$ cat config.mk
export PLATFORM = sky130hd
export DESIGN_NAME = rx_deframer_flat
export DESIGN_NICKNAME = d
export VERILOG_FILES = /design/src/rtl/psk_frame_pkg.sv /design/src/rtl/rx_deframer_if.sv /design/src/rtl/rx_sync_correlator.sv /design/src/rtl/rx_deframer.sv /design/src/flat_wrapper.sv
export SDC_FILE = /design/constraint.sdc
export NUM_CORES = 1
export LEC_CHECK = 0
export CORE_MARGIN = 2
export CORE_UTILIZATION = 62
export CTS_CLUSTER_SIZE = 20
export DETAILED_ROUTE_END_ITERATION = 10
export PLACE_DENSITY = 0.84
export SLEW_MARGIN = 10
export SYNTH_ARGS = -nofsm -noshare
export SYNTH_HDL_FRONTEND = slang
export SYNTH_SLANG_ARGS = --single-unit
$ cat constraint.sdc
create_clock -name clk_32M768 -period 4.5 [get_ports clk_32M768]
set_clock_uncertainty 0.2 [all_clocks]
set_input_delay 0.675 -clock clk_32M768 [delete_from_list [all_inputs] [get_ports clk_32M768]]
set_output_delay 0.675 -clock clk_32M768 [all_outputs]
set_load 0.1 [all_outputs]
$ cat src/rtl/psk_frame_pkg.sv
`default_nettype none
// psk_frame_pkg: shared sync/length defaults and deframer state encoding. Rev 1.0
package psk_frame_pkg;

  localparam logic [15:0] SYNC_WORD_DEF = 16'hEB90;
  localparam logic [7:0]  MAX_LEN_DEF   = 8'd64;

  typedef enum logic [1:0] {
    ST_HUNT    = 2'd0,
    ST_LEN     = 2'd1,
    ST_PAYLOAD = 2'd2,
    ST_CHK     = 2'd3
  } state_t;

  function automatic logic len_ok(input logic [7:0] len, input logic [7:0] max_len);
    return (len != 8'd0) && (len <= max_len);
  endfunction

endpackage
`default_nettype wire

$ cat src/rtl/rx_deframer_if.sv
`default_nettype none
// rx_deframer_if: payload byte stream with first/last markers. Rev 1.0
interface rx_deframer_if;
  import psk_frame_pkg::*;

  logic [7:0] data_tdata;
  logic       data_tvalid;
  logic       data_tready;
  logic       data_tuser;
  logic       data_tlast;

  modport master (
    output data_tdata, data_tvalid, data_tuser, data_tlast,
    input  data_tready
  );

  modport slave (
    input  data_tdata, data_tvalid, data_tuser, data_tlast,
    output data_tready
  );

endinterface
`default_nettype wire

$ cat src/rtl/rx_sync_correlator.sv
`default_nettype none
// rx_sync_correlator: 16-bit sync shift register and compare; RX_DEFRAMER_INVERT_EN
// adds the complemented-pattern match. Rev 1.0
module rx_sync_correlator
  import psk_frame_pkg::*;
#(
  parameter logic [15:0] SYNC_WORD = SYNC_WORD_DEF
) (
  input  logic clk_32M768,
  input  logic rst_n_32M768,
  input  logic shift_en,
  input  logic clear,
  input  logic din,
  output logic match,
  output logic inv
);

  logic [15:0] sr;

  always_ff @(posedge clk_32M768) begin
    if (!rst_n_32M768) begin
      sr <= '0;
    end else if (clear) begin
      sr <= '0;
    end else if (shift_en) begin
      sr <= {sr[14:0], din};
    end
  end

  assign match = (sr == SYNC_WORD);

`ifdef RX_DEFRAMER_INVERT_EN
  assign inv = (sr == ~SYNC_WORD);
`else
  assign inv = 1'b0;
`endif

endmodule
`default_nettype wire

$ cat src/rtl/rx_deframer.sv
`default_nettype none
// rx_deframer: serial frame deframer (sync, LEN, payload, additive CHK) to a byte
// stream; RX_DEFRAMER_INVERT_EN accepts phase-inverted frames. Rev 1.0
module rx_deframer
  import psk_frame_pkg::*;
#(
  parameter logic [15:0] SYNC_WORD = SYNC_WORD_DEF,
  parameter logic [7:0]  MAX_LEN   = MAX_LEN_DEF
) (
  input  logic                clk_32M768,
  input  logic                rst_n_32M768,
  input  logic                bit_en,
  input  logic                rx_bit,
  input  logic                rx_valid,
  rx_deframer_if.master       data,
  output logic                frame_ok,
  output logic                frame_err,
  output logic                inverted
);

  state_t     state, state_next;
  logic [2:0] bit_cnt;
  logic [6:0] byte_sr;
  logic [7:0] byte_cnt;
  logic [7:0] sum;
  logic       first_byte;
  logic [7:0] out_data;
  logic       out_valid, out_user, out_last;
  logic       inv_flag;
  logic       sync_match, sync_inv;
  logic       sample, bit_v, byte_done, overflow;
  logic       drop, ok_next, err_next;
  logic [7:0] new_byte;

  assign sample    = bit_en & rx_valid;
  assign bit_v     = rx_bit ^ inv_flag;
  assign new_byte  = {byte_sr, bit_v};
  assign byte_done = sample && (bit_cnt == 3'd7);
  assign overflow  = (state == ST_PAYLOAD) && byte_done && out_valid && !data.data_tready;

  // Register stays cleared for the whole frame, so re-sync needs 16 fresh bits.
  rx_sync_correlator #(.SYNC_WORD(SYNC_WORD)) u_corr (
    .clk_32M768   (clk_32M768),
    .rst_n_32M768 (rst_n_32M768),
    .shift_en     (sample && (state == ST_HUNT)),
    .clear        (state != ST_HUNT),
    .din          (rx_bit),
    .match        (sync_match),
    .inv          (sync_inv)
  );

  always_ff @(posedge clk_32M768) begin
    if (!rst_n_32M768) state <= ST_HUNT;
    else               state <= state_next;
  end

  always_comb begin
    state_next = state;
    ok_next    = 1'b0;
    err_next   = 1'b0;
    drop       = 1'b0;
    if ((state != ST_HUNT) && !rx_valid) begin
      state_next = ST_HUNT;
      err_next   = 1'b1;
      drop       = 1'b1;
    end else begin
      case (state)
        ST_HUNT: if (sync_match || sync_inv) state_next = ST_LEN;
        ST_LEN: begin
          if (byte_done) begin
            if (len_ok(new_byte, MAX_LEN)) begin
              state_next = ST_PAYLOAD;
            end else begin
              state_next = ST_HUNT;
              err_next   = 1'b1;
            end
          end
        end
        ST_PAYLOAD: begin
          if (overflow) begin
            state_next = ST_HUNT;
            err_next   = 1'b1;
            drop       = 1'b1;
          end else if (byte_done && (byte_cnt == 8'd1)) begin
            state_next = ST_CHK;
          end
        end
        ST_CHK: begin
          if (byte_done) begin
            state_next = ST_HUNT;
            ok_next    = (new_byte == sum);
            err_next   = (new_byte != sum);
          end
        end
        default: state_next = ST_HUNT;
      endcase
    end
  end

  always_ff @(posedge clk_32M768) begin
    if (!rst_n_32M768) begin
      frame_ok   <= 1'b0;
      frame_err  <= 1'b0;
      bit_cnt    <= '0;
      byte_sr    <= '0;
      byte_cnt   <= '0;
      sum        <= '0;
      first_byte <= 1'b0;
      out_data   <= '0;
      out_valid  <= 1'b0;
      out_user   <= 1'b0;
      out_last   <= 1'b0;
    end else begin
      frame_ok  <= ok_next;
      frame_err <= err_next;
      if ((state == ST_HUNT) || (state_next == ST_HUNT)) begin
        bit_cnt    <= '0;
        byte_sr    <= '0;
        byte_cnt   <= '0;
        sum        <= '0;
        first_byte <= 1'b0;
      end else begin
        if (sample) begin
          bit_cnt <= bit_cnt + 3'd1;
          byte_sr <= new_byte[6:0];
        end
        if ((state == ST_LEN) && byte_done) begin
          byte_cnt   <= new_byte;
          first_byte <= 1'b1;
        end
        if ((state == ST_PAYLOAD) && byte_done) begin
          byte_cnt   <= byte_cnt - 8'd1;
          sum        <= sum + new_byte;
          first_byte <= 1'b0;
        end
      end
      // A held byte survives a normal end of frame; only drops discard it.
      if (drop) begin
        out_valid <= 1'b0;
        out_user  <= 1'b0;
        out_last  <= 1'b0;
      end else if ((state == ST_PAYLOAD) && byte_done) begin
        out_data  <= new_byte;
        out_valid <= 1'b1;
        out_user  <= first_byte;
        out_last  <= (byte_cnt == 8'd1);
      end else if (out_valid && data.data_tready) begin
        out_valid <= 1'b0;
        out_user  <= 1'b0;
        out_last  <= 1'b0;
      end
    end
  end

`ifdef RX_DEFRAMER_INVERT_EN
  always_ff @(posedge clk_32M768) begin
    if (!rst_n_32M768)                                   inv_flag <= 1'b0;
    else if (state_next == ST_HUNT)                      inv_flag <= 1'b0;
    else if ((state == ST_HUNT) && sync_inv && !sync_match) inv_flag <= 1'b1;
  end
`else
  assign inv_flag = 1'b0;
`endif

  assign inverted         = inv_flag;
  assign data.data_tdata  = out_data;
  assign data.data_tvalid = out_valid;
  assign data.data_tuser  = out_user;
  assign data.data_tlast  = out_last;

endmodule
`default_nettype wire
$ cat src/flat_wrapper.sv
// flat-port wrapper written by rule: the top's interface ports become plain ports
module rx_deframer_flat import psk_frame_pkg::*;
#(
  parameter logic [15:0] SYNC_WORD = SYNC_WORD_DEF,
  parameter logic [7:0]  MAX_LEN   = MAX_LEN_DEF
)
  (clk_32M768, rst_n_32M768, bit_en, rx_bit, rx_valid, frame_ok, frame_err, inverted, data_data_tdata, data_data_tvalid, data_data_tuser, data_data_tlast, data_data_tready);
  rx_deframer_if data_i ();
  input  logic clk_32M768;
  input  logic rst_n_32M768;
  input  logic bit_en;
  input  logic rx_bit;
  input  logic rx_valid;
  output logic frame_ok;
  output logic frame_err;
  output logic inverted;
  output wire logic [$bits(data_i.data_tdata)-1:0] data_data_tdata;
  output wire logic [$bits(data_i.data_tvalid)-1:0] data_data_tvalid;
  output wire logic [$bits(data_i.data_tuser)-1:0] data_data_tuser;
  output wire logic [$bits(data_i.data_tlast)-1:0] data_data_tlast;
  input wire logic [$bits(data_i.data_tready)-1:0] data_data_tready;
  assign data_data_tdata = data_i.data_tdata;
  assign data_data_tvalid = data_i.data_tvalid;
  assign data_data_tuser = data_i.data_tuser;
  assign data_data_tlast = data_i.data_tlast;
  assign data_i.data_tready = data_data_tready;
  rx_deframer #(.SYNC_WORD(SYNC_WORD), .MAX_LEN(MAX_LEN)) u_core (.clk_32M768(clk_32M768), .rst_n_32M768(rst_n_32M768), .bit_en(bit_en), .rx_bit(rx_bit), .rx_valid(rx_valid), .data(data_i), .frame_ok(frame_ok), .frame_err(frame_err), .inverted(inverted));
endmodule
==> results.toml <==
[status]
outcome = "finished clean"

[placement]
place.port_buffers = 18
globalplace.congestion = 0.8523
place.detailed.instances = 385
dp_hpwl_um = 4031

[worst_setup_path]
crit_path_launch_type = "input pin"
crit_path_cell_trace = "clkdlybuf4s50_1 > or4_1 > or3_1 > and3_4 > o22ai_4 > nor2_1"
critical_path_capture_point_type = "register"
crit_slowest_cell = "sky130_fd_sc_hd__o22ai_4"
reg2reg_from = "u_core.bit_cnt[0]$_SDFFE_PP0P_"
worst_r2r_path_depth = 7
critPathMaxStageDelay_ns = 0.55
cp_data_required_time_ns = 4.49
kind_of_cell_adding_the_most_delay_to_the_critical_path = "simple AND/OR/NAND/NOR gates"
critical_path.max_fanout = 26
critical_path_arrival_ns = 2.93
rrSetupSlack_ns = 1.95
worstSetupPathType = "input pin to register"
critical_path_buf_inv_count = 1
r2r_end = "u_core.byte_cnt[4]$_SDFFE_PP0P_"

[clock_network]
post_cts_resize_count = 0
post_cts_buffers = 0
insertion_delay_ns = 0.34
clock-sinks = 58
ctsLongestPathBuffers = 2
htreeDepth = 3
clk_pin_slew_worst_paths_ns = 0.06
cts_inserted_buffers = 9
cts_tree = "built"
cts-hold-fix-buffers = 0
clock_tree.root_cell = "sky130_fd_sc_hd__clkbuf_8"

[final_layout]
antennaDiodeCount = 0
fin_cells = 400
post_route_cells_drive_above_1_share_pct = 7.184
area.growth.synth_to_final_pct = 12.92
final_net_count = 362

[route]
antenna_left = 0
drt_drc_violations_left = 0
drt-pass1-iter-count = 7
dr.first_iter.drc_count = 177
route.detailed.vias_per_inst = 5.873
avgRoutedWirePerCell_um = 14.82
routed_wirelength_um = 5928
detailroute.via_count = 2349

[sta]
slew_headroom_pct = 35.25
rsz_0062_raised_after_global_routing = "no"
worst_slew_pin_slew_ns = 0.9682
period_share_pct = 65.24
finalCriticalPeriod_ns = 2.936
timing.final.setup_violations = 0
final_hold_viol_count = 0
fmax_ghz = 0.3406
timing.final.max_slew_violations = 0
timing.setup.tns_ns = 0

[die]
placementRows = 24
top_level_ports = 20
core_region_area_um2 = 4324
die_w_um = 70.97
starting_utilization_of_the_core_area_pct = 64.29
floorplan.die_area_um2 = 5036
dieHeight_um = 70.97

[global_routing]
maximum_number_of_pins_on_one_net_before_global_route_repair = 27
grt_pass1_wl_um = 10070
grt.overflow.total = 0
grt_antenna_before_repair = 0
global_route.usage.total_pct = 25.37
first_global_vias = 2228

[yosys]
syn_nets = 349
syn-instance-count = 331
synthFlopType = "sky130_fd_sc_hd__dfxtp_1"
synth_seq_cells = 58
synthesis.yosys.warnings = 0
netlist-cell-type-count = 53
syn_area_per_cell_um2 = 8.399
synth_edf_count = 0
seq_area_frac_synth_pct = 41.76
synthesis.area_um2 = 2780
asyncSetResetFlopFracSynth_pct = 0

[worst_hold_path]
hold-path-endpoint = "u_core.sum[4]$_SDFFE_PP0N_"
hold-path-cell-count = 2
min_path_type = "register to register"
worst_hold_startpoint = "u_core.sum[4]$_SDFFE_PP0N_"

[pwr]
ir_worst_vdd_mv = 0.2790
pleak_nw = 1.045
cell_area_power_density_nw_per_um2 = 316.5

[job]
cap_violations = 0
==> worst register-to-register path: stages (launching register included) <==
cell and delay [ns]:
sky130_fd_sc_hd__dfxtp_1 0.35, sky130_fd_sc_hd__ha_1 0.15, sky130_fd_sc_hd__ha_1 0.21, sky130_fd_sc_hd__nand3_1 0.15
sky130_fd_sc_hd__nor2b_1 0.63, sky130_fd_sc_hd__nand2_1 0.26, sky130_fd_sc_hd__o311ai_0 0.34, sky130_fd_sc_hd__a21oi_1 0.10
==> synthesized netlist by cell type (all sizes together), types with 2 or more instances <==
master   n  area (um^2)
or4      2        15.01
ha      11        137.6
inv      9        33.78
and2     2        12.51
o211ai   3        22.52
a31oi    4        25.02
or2      2        12.51
xnor2    4        35.03
a21oi   43        215.2
nand2b   2        12.51
o22ai    2        26.28
and3b    2        17.52
dfxtp   58         1161
o2bb2a   2        20.02
nand4b   4        35.03
buf      9        56.30
nor3     7        35.03
clkbuf   9        33.78
nand3    6        35.03
nor2    13        51.30
or3      6        37.54
nor4bb   2        20.02
nand2   68        255.2
o21a     2        15.01
nand4    2        12.51
o21ai   11        55.05
nor2b   15        93.84
o221ai   2        17.52
mux2i   11        110.1
==> routing by layer <==
metal  track usage [%]  vias up  part of all wire (%)  wire length (um)
met4             11.53        0                   3.3               195
met5                 0        -                     0                 0
met3             7.123       18                   4.0               237
met2             40.29       55                    46              2748
met1             32.14     1095                    46              2746
li1                  -     1181                     -                 -
==> cell type report <==
class                   instances  area [um^2]
clock buffers                  13        178.9
clock inverters                 2        10.01
fillers                       341         1185
inverters                       9        33.78
multi-input cells             246         1495
flip-flops and latches         58         1161
well taps                      52        65.06
repair buffers                 20        195.2
==> through the flow <==
step	power (mW)	util (%)	cell area [um^2]	hold slack, ns	worst slack, ns
final	0.9934	72.60	3139	0.2592	1.564
after global placement	0.5537	68.23	2950	0.2426	1.260
after floorplan	0.5449	-	2780	0.2256	2.005
after CTS	0.9974	72.60	3139	0.2612	1.575
after global routing	1.022	72.60	3139	0.2875	1.432
after detailed placement	0.5538	68.23	2950	0.2526	1.213
==> where the power goes <==
| part | internal, mW | switching [mW] | total (mW) |
|---|---|---|---|
| Combinational | 0.00842 | 0.0198 | 0.0282 |
| Clock | 0.255 | 0.196 | 0.451 |
| Sequential | 0.514 | 0.000400 | 0.514 |
| Total | 0.777 | 0.216 | 0.993 |
==> state kept, by name (all words and copies together) (netlist names) <==
name	count
u_core.bit_cnt	3
u_core.data.data_tlast	1
u_core.data.data_tvalid	1
u_core.sum	8
u_core.first_byte	1
u_core.frame_ok	1
u_core.u_corr.sr	16
u_core.byte_cnt	8
u_core.byte_sr	7
u_core.frame_err	1
u_core.data.data_tuser	1
u_core.data.data_tdata	8
u_core.state	2
==> cells by family after synthesis <==
group | count (synthesis) | synth area share, %
compound gates | 80 | 17.78
fa+ha+maj | 12 | 5.671
simple gates | 137 | 24.66
xor+xnor | 5 | 1.575
mux | 11 | 3.961
buf+inv | 27 | 4.455
flops | 58 | 41.76
other cells | 1 | 0.1349
==> how the worst max path moves through the flow <==
| stage | cells past startpoint | startpoint | slack (ns) | end |
|---|---|---|---|---|
| global placement | 6 | rx_bit | 1.26 | u_core.sum[1]$_SDFFE_PP0N_ |
| floorplan | 8 | rx_bit | 2.00 | u_core.sum[6]$_SDFFE_PP0N_ |
| finish | 6 | rx_bit | 1.56 | u_core.sum[2]$_SDFFE_PP0N_ |
| CTS | 6 | rx_bit | 1.57 | u_core.sum[2]$_SDFFE_PP0N_ |
| detailed placement | 6 | rx_bit | 1.21 | u_core.sum[1]$_SDFFE_PP0N_ |
| global route | 6 | rx_bit | 1.43 | u_core.bit_cnt[0]$_SDFFE_PP0P_ |
==> layout by cell type (no fill, tap or decap), types with 5 or more instances in the layout <==
cell and count:
sky130_fd_sc_hd__a21oi_1 43, sky130_fd_sc_hd__o21ai_0 11, sky130_fd_sc_hd__clkdlybuf4s50_1 18, sky130_fd_sc_hd__inv_1 9
sky130_fd_sc_hd__nand2_1 68, sky130_fd_sc_hd__nor2_1 12, sky130_fd_sc_hd__clkbuf_8 13, sky130_fd_sc_hd__dfxtp_1 58
sky130_fd_sc_hd__or3_1 6, sky130_fd_sc_hd__nand3_1 5, sky130_fd_sc_hd__ha_1 11, sky130_fd_sc_hd__mux2i_1 11
sky130_fd_sc_hd__nor2b_1 15, sky130_fd_sc_hd__nor3_1 7
No activity file was read; power rests on OpenSTA's default activity.
